==> config.mk <==
export PLATFORM = sky130hd
export DESIGN_NAME = vga_fb_ctrl_flat
export DESIGN_NICKNAME = d
export VERILOG_FILES = /design/src/rtl/vga_fb_pkg.sv /design/src/rtl/vga_fb_if.sv /design/src/rtl/vga_fb_addr.sv /design/src/rtl/vga_fb_ctrl.sv /design/src/flat_wrapper.sv
export SDC_FILE = /design/constraint.sdc
export NUM_CORES = 1
export LEC_CHECK = 0
export BUFFER_PORTS_ARGS = -buffer_cell sky130_fd_sc_hd__buf_2
export CAP_MARGIN = 30
export CORE_MARGIN = 5
export CORE_UTILIZATION = 50
export CTS_CLUSTER_DIAMETER = 40
export CTS_CLUSTER_SIZE = 16
export DETAILED_ROUTE_END_ITERATION = 12
export PLACE_DENSITY = 0.85
export SLEW_MARGIN = 10
export SYNTH_ARGS = -nofsm -noshare
export SYNTH_HDL_FRONTEND = slang
export SYNTH_SLANG_ARGS = --single-unit
export TNS_END_PERCENT = 50
==> constraint.sdc <==
create_clock -name clk_pix -period 8.75 [get_ports clk_pix]
set_clock_uncertainty 0.1 [all_clocks]
set_input_delay 1.75 -clock clk_pix [delete_from_list [all_inputs] [get_ports clk_pix]]
set_output_delay 1.75 -clock clk_pix [all_outputs]
set_load 0.05 [all_outputs]
==> src/rtl/vga_fb_pkg.sv <==
// Shared timing constants, control codes and resync states for the framebuffer controller.
package vga_fb_pkg;

   localparam int unsigned FB_W       = 160;
   localparam int unsigned FB_H       = 120;
   localparam int unsigned SCALE_LOG2 = 2;
   localparam int unsigned H_ACTIVE   = 640;
   localparam int unsigned V_ACTIVE   = 480;
   localparam int unsigned LINE       = 799;
   localparam int unsigned SCREEN     = 524;
   localparam int unsigned AW         = 15;

   localparam logic [1:0] CTRL_NONE   = 2'b00;
   localparam logic [1:0] CTRL_RESYNC = 2'b11;

   typedef logic [1:0] rs_state_t;
   localparam rs_state_t ST_IDLE = 2'd0;
   localparam rs_state_t ST_R1   = 2'd1;
   localparam rs_state_t ST_R2   = 2'd2;

endpackage

==> src/rtl/vga_fb_if.sv <==
// Host request/response port of the framebuffer controller.
interface vga_fb_if #(
   parameter int unsigned AW = 15
) ();

   logic          host_valid;
   logic          host_ready;
   logic          host_we;
   logic [AW-1:0] host_addr;
   logic [7:0]    host_wdata;
   logic          host_rvalid;
   logic [7:0]    host_rdata;

   modport master (
      output host_valid, host_we, host_addr, host_wdata,
      input  host_ready, host_rvalid, host_rdata
   );

   modport slave (
      input  host_valid, host_we, host_addr, host_wdata,
      output host_ready, host_rvalid, host_rdata
   );

endinterface

==> src/rtl/vga_fb_addr.sv <==
// Block coordinate to linear framebuffer address: y*160 + x as shift-add.
module vga_fb_addr
   import vga_fb_pkg::*;
#(
   parameter int unsigned AW = vga_fb_pkg::AW
) (
   input  logic [9:0]    i_bx,
   input  logic [9:0]    i_by,
   output logic [AW-1:0] o_addr
);

   assign o_addr = AW'(i_by << 7) + AW'(i_by << 5) + AW'(i_bx);

endmodule

==> src/rtl/vga_fb_ctrl.sv <==
// Framebuffer arbiter: display scan-out has priority, host uses free cycles, resync emits 2'b11.
module vga_fb_ctrl
   import vga_fb_pkg::*;
#(
   parameter int unsigned FB_W       = vga_fb_pkg::FB_W,
   parameter int unsigned FB_H       = vga_fb_pkg::FB_H,
   parameter int unsigned SCALE_LOG2 = vga_fb_pkg::SCALE_LOG2,
   parameter int unsigned H_ACTIVE   = vga_fb_pkg::H_ACTIVE,
   parameter int unsigned V_ACTIVE   = vga_fb_pkg::V_ACTIVE,
   parameter int unsigned LINE       = vga_fb_pkg::LINE,
   parameter int unsigned SCREEN     = vga_fb_pkg::SCREEN,
   parameter int unsigned AW         = vga_fb_pkg::AW
) (
   input  logic          clk_pix,
   input  logic          rst_pix,
   input  logic [9:0]    sx,
   input  logic [9:0]    sy,
   input  logic          de,
   output logic [7:0]    pix_data,
   input  logic          cfg_enable,
   input  logic          cfg_resync,
   vga_fb_if.slave       host,
   output logic          mem_en,
   output logic          mem_we,
   output logic [AW-1:0] mem_addr,
   output logic [7:0]    mem_wdata,
   input  logic [7:0]    mem_rdata
);

   rs_state_t     r_state;
   rs_state_t     w_state_d;
   logic [5:0]    r_pix;
   logic          r_cap;
   logic          r_cap_en;
   logic          r_rvalid;
   logic          r_rd_zero;

   logic [9:0]    w_nx;
   logic [9:0]    w_ny;
   logic [9:0]    w_bx;
   logic [9:0]    w_by;
   logic          w_blk_slot;
   logic          w_slot_pos;
   logic          w_norm_fetch;
   logic          w_disp_fetch;
   logic          w_host_acc;
   logic          w_host_in;
   logic [AW-1:0] w_disp_addr;
   logic [AW-1:0] w_max_addr;

   // Next block start: two pixels ahead, or the first block of the next line/frame.
   always_comb begin
      w_nx = sx + 10'd2;
      w_ny = sy;
      if (sx == 10'(LINE - 1)) begin
         w_nx = '0;
         w_ny = (sy == 10'(SCREEN)) ? '0 : sy + 10'd1;
      end
   end

   assign w_bx = w_nx >> SCALE_LOG2;
   assign w_by = w_ny >> SCALE_LOG2;

   assign w_blk_slot   = (sx[1:0] == 2'd2) && (w_nx < 10'(H_ACTIVE)) && (w_ny < 10'(V_ACTIVE));
   assign w_slot_pos   = (r_state == ST_IDLE) && w_blk_slot;
   assign w_norm_fetch = w_slot_pos && cfg_enable;
   assign w_disp_fetch = w_norm_fetch || (r_state == ST_R1);

   vga_fb_addr #(.AW(AW)) u_disp_addr (
      .i_bx   (w_bx),
      .i_by   (w_by),
      .o_addr (w_disp_addr)
   );

   vga_fb_addr #(.AW(AW)) u_max_addr (
      .i_bx   (10'(FB_W - 1)),
      .i_by   (10'(FB_H - 1)),
      .o_addr (w_max_addr)
   );

   assign host.host_ready = (r_state == ST_IDLE) && !w_norm_fetch;
   assign w_host_acc      = host.host_valid && host.host_ready;
   assign w_host_in       = host.host_addr <= w_max_addr;

   always_comb begin
      mem_en    = 1'b0;
      mem_we    = 1'b0;
      mem_addr  = '0;
      mem_wdata = '0;
      if (w_disp_fetch) begin
         mem_en   = 1'b1;
         mem_addr = (r_state == ST_R1) ? '0 : w_disp_addr;
      end else if (w_host_acc && w_host_in) begin
         mem_en    = 1'b1;
         mem_we    = host.host_we;
         mem_addr  = host.host_addr;
         mem_wdata = host.host_we ? host.host_wdata : '0;
      end
   end

   always_comb begin
      w_state_d = r_state;
      case (r_state)
         ST_IDLE: if (cfg_resync) w_state_d = ST_R1;
         ST_R1:   w_state_d = ST_R2;
         ST_R2:   w_state_d = ST_IDLE;
         default: w_state_d = ST_IDLE;
      endcase
   end

   // Capture follows every slot position so a disabled slot loads black.
   always_ff @(posedge clk_pix) begin
      if (rst_pix) begin
         r_state   <= ST_IDLE;
         r_pix     <= '0;
         r_cap     <= 1'b0;
         r_cap_en  <= 1'b0;
         r_rvalid  <= 1'b0;
         r_rd_zero <= 1'b0;
      end else begin
         r_state   <= w_state_d;
         r_cap     <= w_slot_pos || (r_state == ST_R1);
         r_cap_en  <= cfg_enable;
         r_rvalid  <= w_host_acc && !host.host_we;
         r_rd_zero <= !w_host_in;
         if (r_cap) r_pix <= r_cap_en ? mem_rdata[7:2] : '0;
      end
   end

   assign host.host_rvalid = r_rvalid;
   assign host.host_rdata  = r_rd_zero ? '0 : mem_rdata;

   assign pix_data = {de ? r_pix : 6'd0, (r_state == ST_R2) ? CTRL_RESYNC : CTRL_NONE};

endmodule

==> src/flat_wrapper.sv <==
// flat-port wrapper written by rule: the top's interface ports become plain ports
module vga_fb_ctrl_flat import vga_fb_pkg::*;
#(
   parameter int unsigned FB_W       = vga_fb_pkg::FB_W,
   parameter int unsigned FB_H       = vga_fb_pkg::FB_H,
   parameter int unsigned SCALE_LOG2 = vga_fb_pkg::SCALE_LOG2,
   parameter int unsigned H_ACTIVE   = vga_fb_pkg::H_ACTIVE,
   parameter int unsigned V_ACTIVE   = vga_fb_pkg::V_ACTIVE,
   parameter int unsigned LINE       = vga_fb_pkg::LINE,
   parameter int unsigned SCREEN     = vga_fb_pkg::SCREEN,
   parameter int unsigned AW         = vga_fb_pkg::AW
)
  (clk_pix, rst_pix, sx, sy, de, pix_data, cfg_enable, cfg_resync, mem_en, mem_we, mem_addr, mem_wdata, mem_rdata, host_host_valid, host_host_we, host_host_addr, host_host_wdata, host_host_ready, host_host_rvalid, host_host_rdata);
  vga_fb_if #(.AW(AW)) host_i ();
  input  logic clk_pix;
  input  logic rst_pix;
  input  logic [9:0] sx;
  input  logic [9:0] sy;
  input  logic de;
  output logic [7:0] pix_data;
  input  logic cfg_enable;
  input  logic cfg_resync;
  output logic mem_en;
  output logic mem_we;
  output logic [AW-1:0] mem_addr;
  output logic [7:0] mem_wdata;
  input  logic [7:0] mem_rdata;
  input wire logic [$bits(host_i.host_valid)-1:0] host_host_valid;
  input wire logic [$bits(host_i.host_we)-1:0] host_host_we;
  input wire logic [$bits(host_i.host_addr)-1:0] host_host_addr;
  input wire logic [$bits(host_i.host_wdata)-1:0] host_host_wdata;
  output wire logic [$bits(host_i.host_ready)-1:0] host_host_ready;
  output wire logic [$bits(host_i.host_rvalid)-1:0] host_host_rvalid;
  output wire logic [$bits(host_i.host_rdata)-1:0] host_host_rdata;
  assign host_i.host_valid = host_host_valid;
  assign host_i.host_we = host_host_we;
  assign host_i.host_addr = host_host_addr;
  assign host_i.host_wdata = host_host_wdata;
  assign host_host_ready = host_i.host_ready;
  assign host_host_rvalid = host_i.host_rvalid;
  assign host_host_rdata = host_i.host_rdata;
  vga_fb_ctrl #(.FB_W(FB_W), .FB_H(FB_H), .SCALE_LOG2(SCALE_LOG2), .H_ACTIVE(H_ACTIVE), .V_ACTIVE(V_ACTIVE), .LINE(LINE), .SCREEN(SCREEN), .AW(AW)) u_core (.clk_pix(clk_pix), .rst_pix(rst_pix), .sx(sx), .sy(sy), .de(de), .pix_data(pix_data), .cfg_enable(cfg_enable), .cfg_resync(cfg_resync), .host(host_i), .mem_en(mem_en), .mem_we(mem_we), .mem_addr(mem_addr), .mem_wdata(mem_wdata), .mem_rdata(mem_rdata));
endmodule
Word level (Yosys, flattened, before mapping)
Cells that the tools add are included.
{ "op_classes": {"n_addsub": 4, "order_cmp": 3, "n_eq_ne": 6, "n_mux": 19, "reduce_logical": 14} }
{ "ops": {"columns": ["op", "n"], "rows": [
  ["$mux W15", 3],
  ["$mux W8", 4],
  ["$mux W10", 3],
  ["$eq A10 B10 Y1 const B", 2],
  ["$add A15 B13 Y15", 1],
  ["$add A15 B8 Y15", 1],
  ["$le A15 B15 Y1 const B", 1],
  ["$mux W6", 2],
  ["$add A10 B1 Y10 const B", 1],
  ["$add A10 B2 Y10 const B", 1],
  ["$lt A10 B10 Y1 const B", 1],
  ["$lt A10 B9 Y1 const B", 1],
  ["$logic_and A1 B1 Y1", 8],
  ["$eq A2 B2 Y1 const B", 2],
  ["$mux W1", 4],
  ["$mux W2", 2],
  ["$pmux W2 S2", 1],
  ["$logic_not A1 Y1", 3],
  ["$eq A2 B1 Y1 const B", 1],
  ["$logic_not A2 Y1", 1],
  ["$logic_or A1 B1 Y1", 2],
  ["$ne A2 B2 Y1 const B", 1]
]} }
{ "totals": {"ff_bits": 12, "inputBits": 58, "output_inout_bits": 43, "wordCells": 52} }

Longest topological paths before layout
{ "logic_depth": {"ltp_word": 13, "ltp_mapped": 15, "mapped_depth_nobuf": 15} }

Cells and area by module
A second synthesis with hierarchy kept.
{ "hier_totals": {"cells_unflattened": 367, "area_unflattened_um2": 3010.4} }
{ "modules_own_cells": {"columns": ["module", "instances", "cells_per_inst", "area_each_um2", "seq_area_each_um2"], "rows": [
  ["vga_fb_ctrl", 1, 245, 1919.3, 240.2],
  ["vga_fb_addr", 2, 61, 545.5, 0.0]
]} }

Worst setup path after synthesis
Ideal clock, no wire load.
{ "synth_timing": {"kind": "input to output", "startpoint": "input port sx[0]", "endpoint": "output port mem_addr[13]", "arrival_ns": 5.674, "required_time_ns": 6.900, "path_slack_ns": 1.226, "path_stages": 15, "n_path_buf": 1, "path_cell_list": "nand2b_1 -> or4_4 -> buf_6 -> nor3_1 -> xor2_1 -> inv_1 -> fa_1 -> inv_1 -> ha_1 -> a21oi_1 -> o21ai_0 -> a2111oi_0 -> or4_1 -> nand4_1 -> a21oi_1"} }
{ "synth_between": {"elab_chain_cells": 13, "word_cells_on_any_way": 21, "cone_classes": "3 x add/sub; 2 x order compare; 2 x eq/ne; 5 x mux; 9 x reduce/logical"} }
{ "synth_rtl": {"columns": ["element", "line_no", "source"], "rows": [
  ["from (decl)", "flat_wrapper.sv:17", "input logic [9:0] sx;"],
  ["parallel branches: the longest is 12 deep, another holds $add A15 B13 Y15", null, null],
  ["$mux W15 *", "vga_fb_ctrl.sv:90", "if (w_disp_fetch) begin"],
  ["to (decl)", "flat_wrapper.sv:25", "output logic [AW-1:0] mem_addr;"]
]} }
Mark *: on every way between the ends.

Worst setup path after layout
{ "layout_timing": {"startpoint": "input port sx[7]", "endpoint": "output port mem_addr[13]"} }
Same word-level chain as after synthesis.

==> metrics.md <==
| Metric | Value |
|---|---|
| Status | complete, no violations |
| Final setup margin | 1250 ps |
| Initial core utilization | 50.7% |
| Die Wd | 73.0 um |
| CTS tree | built |
| Routed WL | 5.58 mm |
| Worst Tran Pin Value | 721 ps |
| Fin Setup TNS | 0 ps |
| Hold Path Class | reg -> reg |
| Clock tree buffer depth | 2 |
| Initial antenna violation count | 0 |
| CTS Buf Count | 3 |
| Iteration count of the initial detailed-routing pass | 4 |
| Share of the synthesized area in the top cell type | 12.1% |
| Most frequent cells in the layout | buf_2 (100), nand2_1 (25), a21oi_1 (25), nand3_1 (22), and2_1 (17) |
| DRC viols | 0 |
| Start point of the worst hold path | u_core.r_pix[1]$_SDFFE_PP0P_ |
| Top routing layer in use | met4 |
| Crit path from | sx[7] |
| Final Max Tran Viols | 0 |
| Vias in the first global route | 2,113 |
| Synth cell types | 54 |
| ANT nets after route | 0 |
| N_diodes | 0 |
| Seq/Total Area, Yosys | 12.1% |
| Proportion of layout cells with a drive suffix above 1 | 33.9% |
| All-Layer GR Usage | 20.3% |
| Post-CTS Hold Fix Bufs | 0 |
| Crit. End Element | output pin |
| Placer Congestion | 0.921 |
| Row count | 23 |
| Hpwl dp | 4.75 mm |
| RR Endpoint | u_core.host.host_rvalid$_SDFF_PP0_ |
| Number of H-tree levels | 1 |
| Pwr per Cell Area | 96.1 nW/um^2 |
| Reg2reg start | u_core.r_state[1]$_SDFFE_PP0P_ |
| EDFF count, synth | 0 |
| Die Area | 5330 um^2 |
| Chip height | 73.0 um |
| Area Growth Syn to Fin | 26.3% |
| Clk slew on worst S/H paths | 50 ps |
| Post-synthesis register bit count | 12 |
| Max Cap Viol | 0 |
| Worst Setup Path Type | in -> out |
| Vias | 2,268 |
| Vias/cell | 5.53 |
| Synth warn | 0 |
| DRT met1 WL | 2.17 mm |
| Final min period | 7500 ps |
| DR iter-0 viols | 87 |
| Synthesized instance count | 269 |
| TritonCTS Sinks | 12 |
| Layout fillers | 366 |
| Net count, final | 438 |
| Multi-input gate area | 1610 um^2 |
| Num ports | 101 |
| Slew margin rel. | 51.5% |
| Tcrit/Tclk final | 85.7% |
| Place WS | 1270 ps |
| Clk_lat worst skew | 230 ps |
| RSZ-0062 raised after global routing | false |
| Hold path cells | 2 |
| Met2 routed WL | 2.79 mm |
| Largest net degree at the start of global routing | 34 |
| Final hold violations | 0 |
| CORE AREA | 3910 um^2 |
| Largest cells by area after synthesis | dfxtp_1 (12%), ha_1 (10%), a21oi_1 (6.3%), a21o_1 (5.7%), nand3_1 (5.5%) |
| Post-Syn Nets | 345 |
| CP arrival | 5650 ps |
| Element type at the critical path start | input pin |
| Hold_ws | 370 ps |
| Register Area | 240 um^2 |
| Peak VDD IR | 0.0470 mV |
| Area leader, netlist | dfxtp_1 |
| R2r setup slk | 7520 ps |
| CP Max Fanout | 12 |
| Root Driver | clkbuf_8 |
| Post-cts resize count | 0 |
| Hold path endpoint | u_core.r_pix[1]$_SDFFE_PP0P_ |
| Final setup vio count | 0 |
| WL per Instance | 13.6 um |
| Syn avg cell area | 7.38 um^2 |
| First-pass GRT wire length | 8.95 mm |
| Critical Path RT | 6900 ps |
| Fraction of registers with async set/reset | 0% |
| Fmax achieved | 133 MHz |
| Reg2reg path depth | 2 |
| Gr ovfl total | 0 |
| Most used DFF post-synth | dfxtp_1 |
| Leakage | 1.22 nW |
| Most common cell after layout, fill and taps aside | buf_2 |
| Port Buffer Count | 100 |
| Setup bufs post-CTS | 0 |
| WL met3 | 574 um |
| Mapped Area | 1990 um^2 |
## worst max-delay path by stage
stage                    to
2_1_floorplan  mem_addr[13]
3_5_place_dp   mem_addr[13]
4_1_cts        mem_addr[13]
6_report       mem_addr[13]
5_1_grt        mem_addr[13]
3_3_place_gp   mem_addr[13]
## synthesized netlist by cell type (3+ instances only)
| cell | instances |
|---|---|
| nand4_1 | 5 |
| buf_4 | 3 |
| dfxtp_1 | 12 |
| o21ai_0 | 8 |
| a211oi_1 | 3 |
| inv_1 | 10 |
| ha_1 | 16 |
| clkbuf_1 | 5 |
| nand3_1 | 22 |
| o31ai_1 | 3 |
| nand2b_1 | 7 |
| nor2_1 | 10 |
| nor3_1 | 6 |
| xor2_1 | 6 |
| nand2_1 | 25 |
| buf_6 | 4 |
| xnor2_1 | 10 |
| and2_1 | 17 |
| a21o_1 | 15 |
| and3_1 | 3 |
| a21oi_1 | 25 |
| nor2b_1 | 13 |
## cell families (layout without fill, tap and decap cells)
logic type	count (synthesis)	in the layout	synth area share, %
DFF	12	12	12.1
AOI/OAI and AO/OA	70	70	24.3
and+or+nand+nor	129	129	37.7
xor gates and xnor gates	16	16	7.06
adders and majority gates	18	18	12.1
buffers and inverters	24	115	6.74
## state kept, by name (all words and copies together) (netlist names)
name and cells:
u_core.r_cap_en 1, u_core.r_state 2, u_core.r_rd_zero 1, u_core.r_cap 1, u_core.host.host_rvalid 1, u_core.r_pix 6
## routing by layer
metal / track usage, % / vias up
met3: 4.96 / 6
met2: 36.9 / 94
li1: - / 1148
met1: 23.8 / 1020
met4: 4.30 / 0
met5: 0 / -
## stage by stage
stage	instance area [um^2]	power, mW	util (%)	instances
3_5_place_dp	2470	0.194	63.0	407
2_1_floorplan	1990	0.156	-	269
5_1_grt	2510	0.258	64.1	410
3_3_place_gp	2460	0.192	62.9	406
4_1_cts	2510	0.243	64.1	410
6_report	2510	0.241	64.1	410
## critical path, cell delays in order
cell	delay (ps)
buf_2	140
nand2b_4	140
or4_4	620
nor3_1	250
xor2_1	220
inv_1	100
fa_1	570
inv_1	60
ha_1	290
a21oi_1	160
o21ai_0	120
a2111oi_0	500
or4_1	190
nand4_1	90
a21oi_1	170
buf_2	280
## report_power, final
| group | total, mW | switching, mW | internal (mW) | leakage (nW) |
|---|---|---|---|---|
| Sequential | 0.0588 | 0.00223 | 0.0566 | 0.0979 |
| Combinational | 0.134 | 0.0872 | 0.0470 | 1.10 |
| Clock | 0.0481 | 0.0180 | 0.0301 | 0.0216 |
| Total | 0.241 | 0.107 | 0.134 | 1.22 |
## final cells by class
type	instances	area share, %
multi-input cells	233	64.2
repair buffers	102	20.5
flip-flops and latches	12	9.58
well taps	50	2.49
clock buffers	3	1.65
inverters	10	1.50
Note: power is estimated with default switching activity, not from simulation.
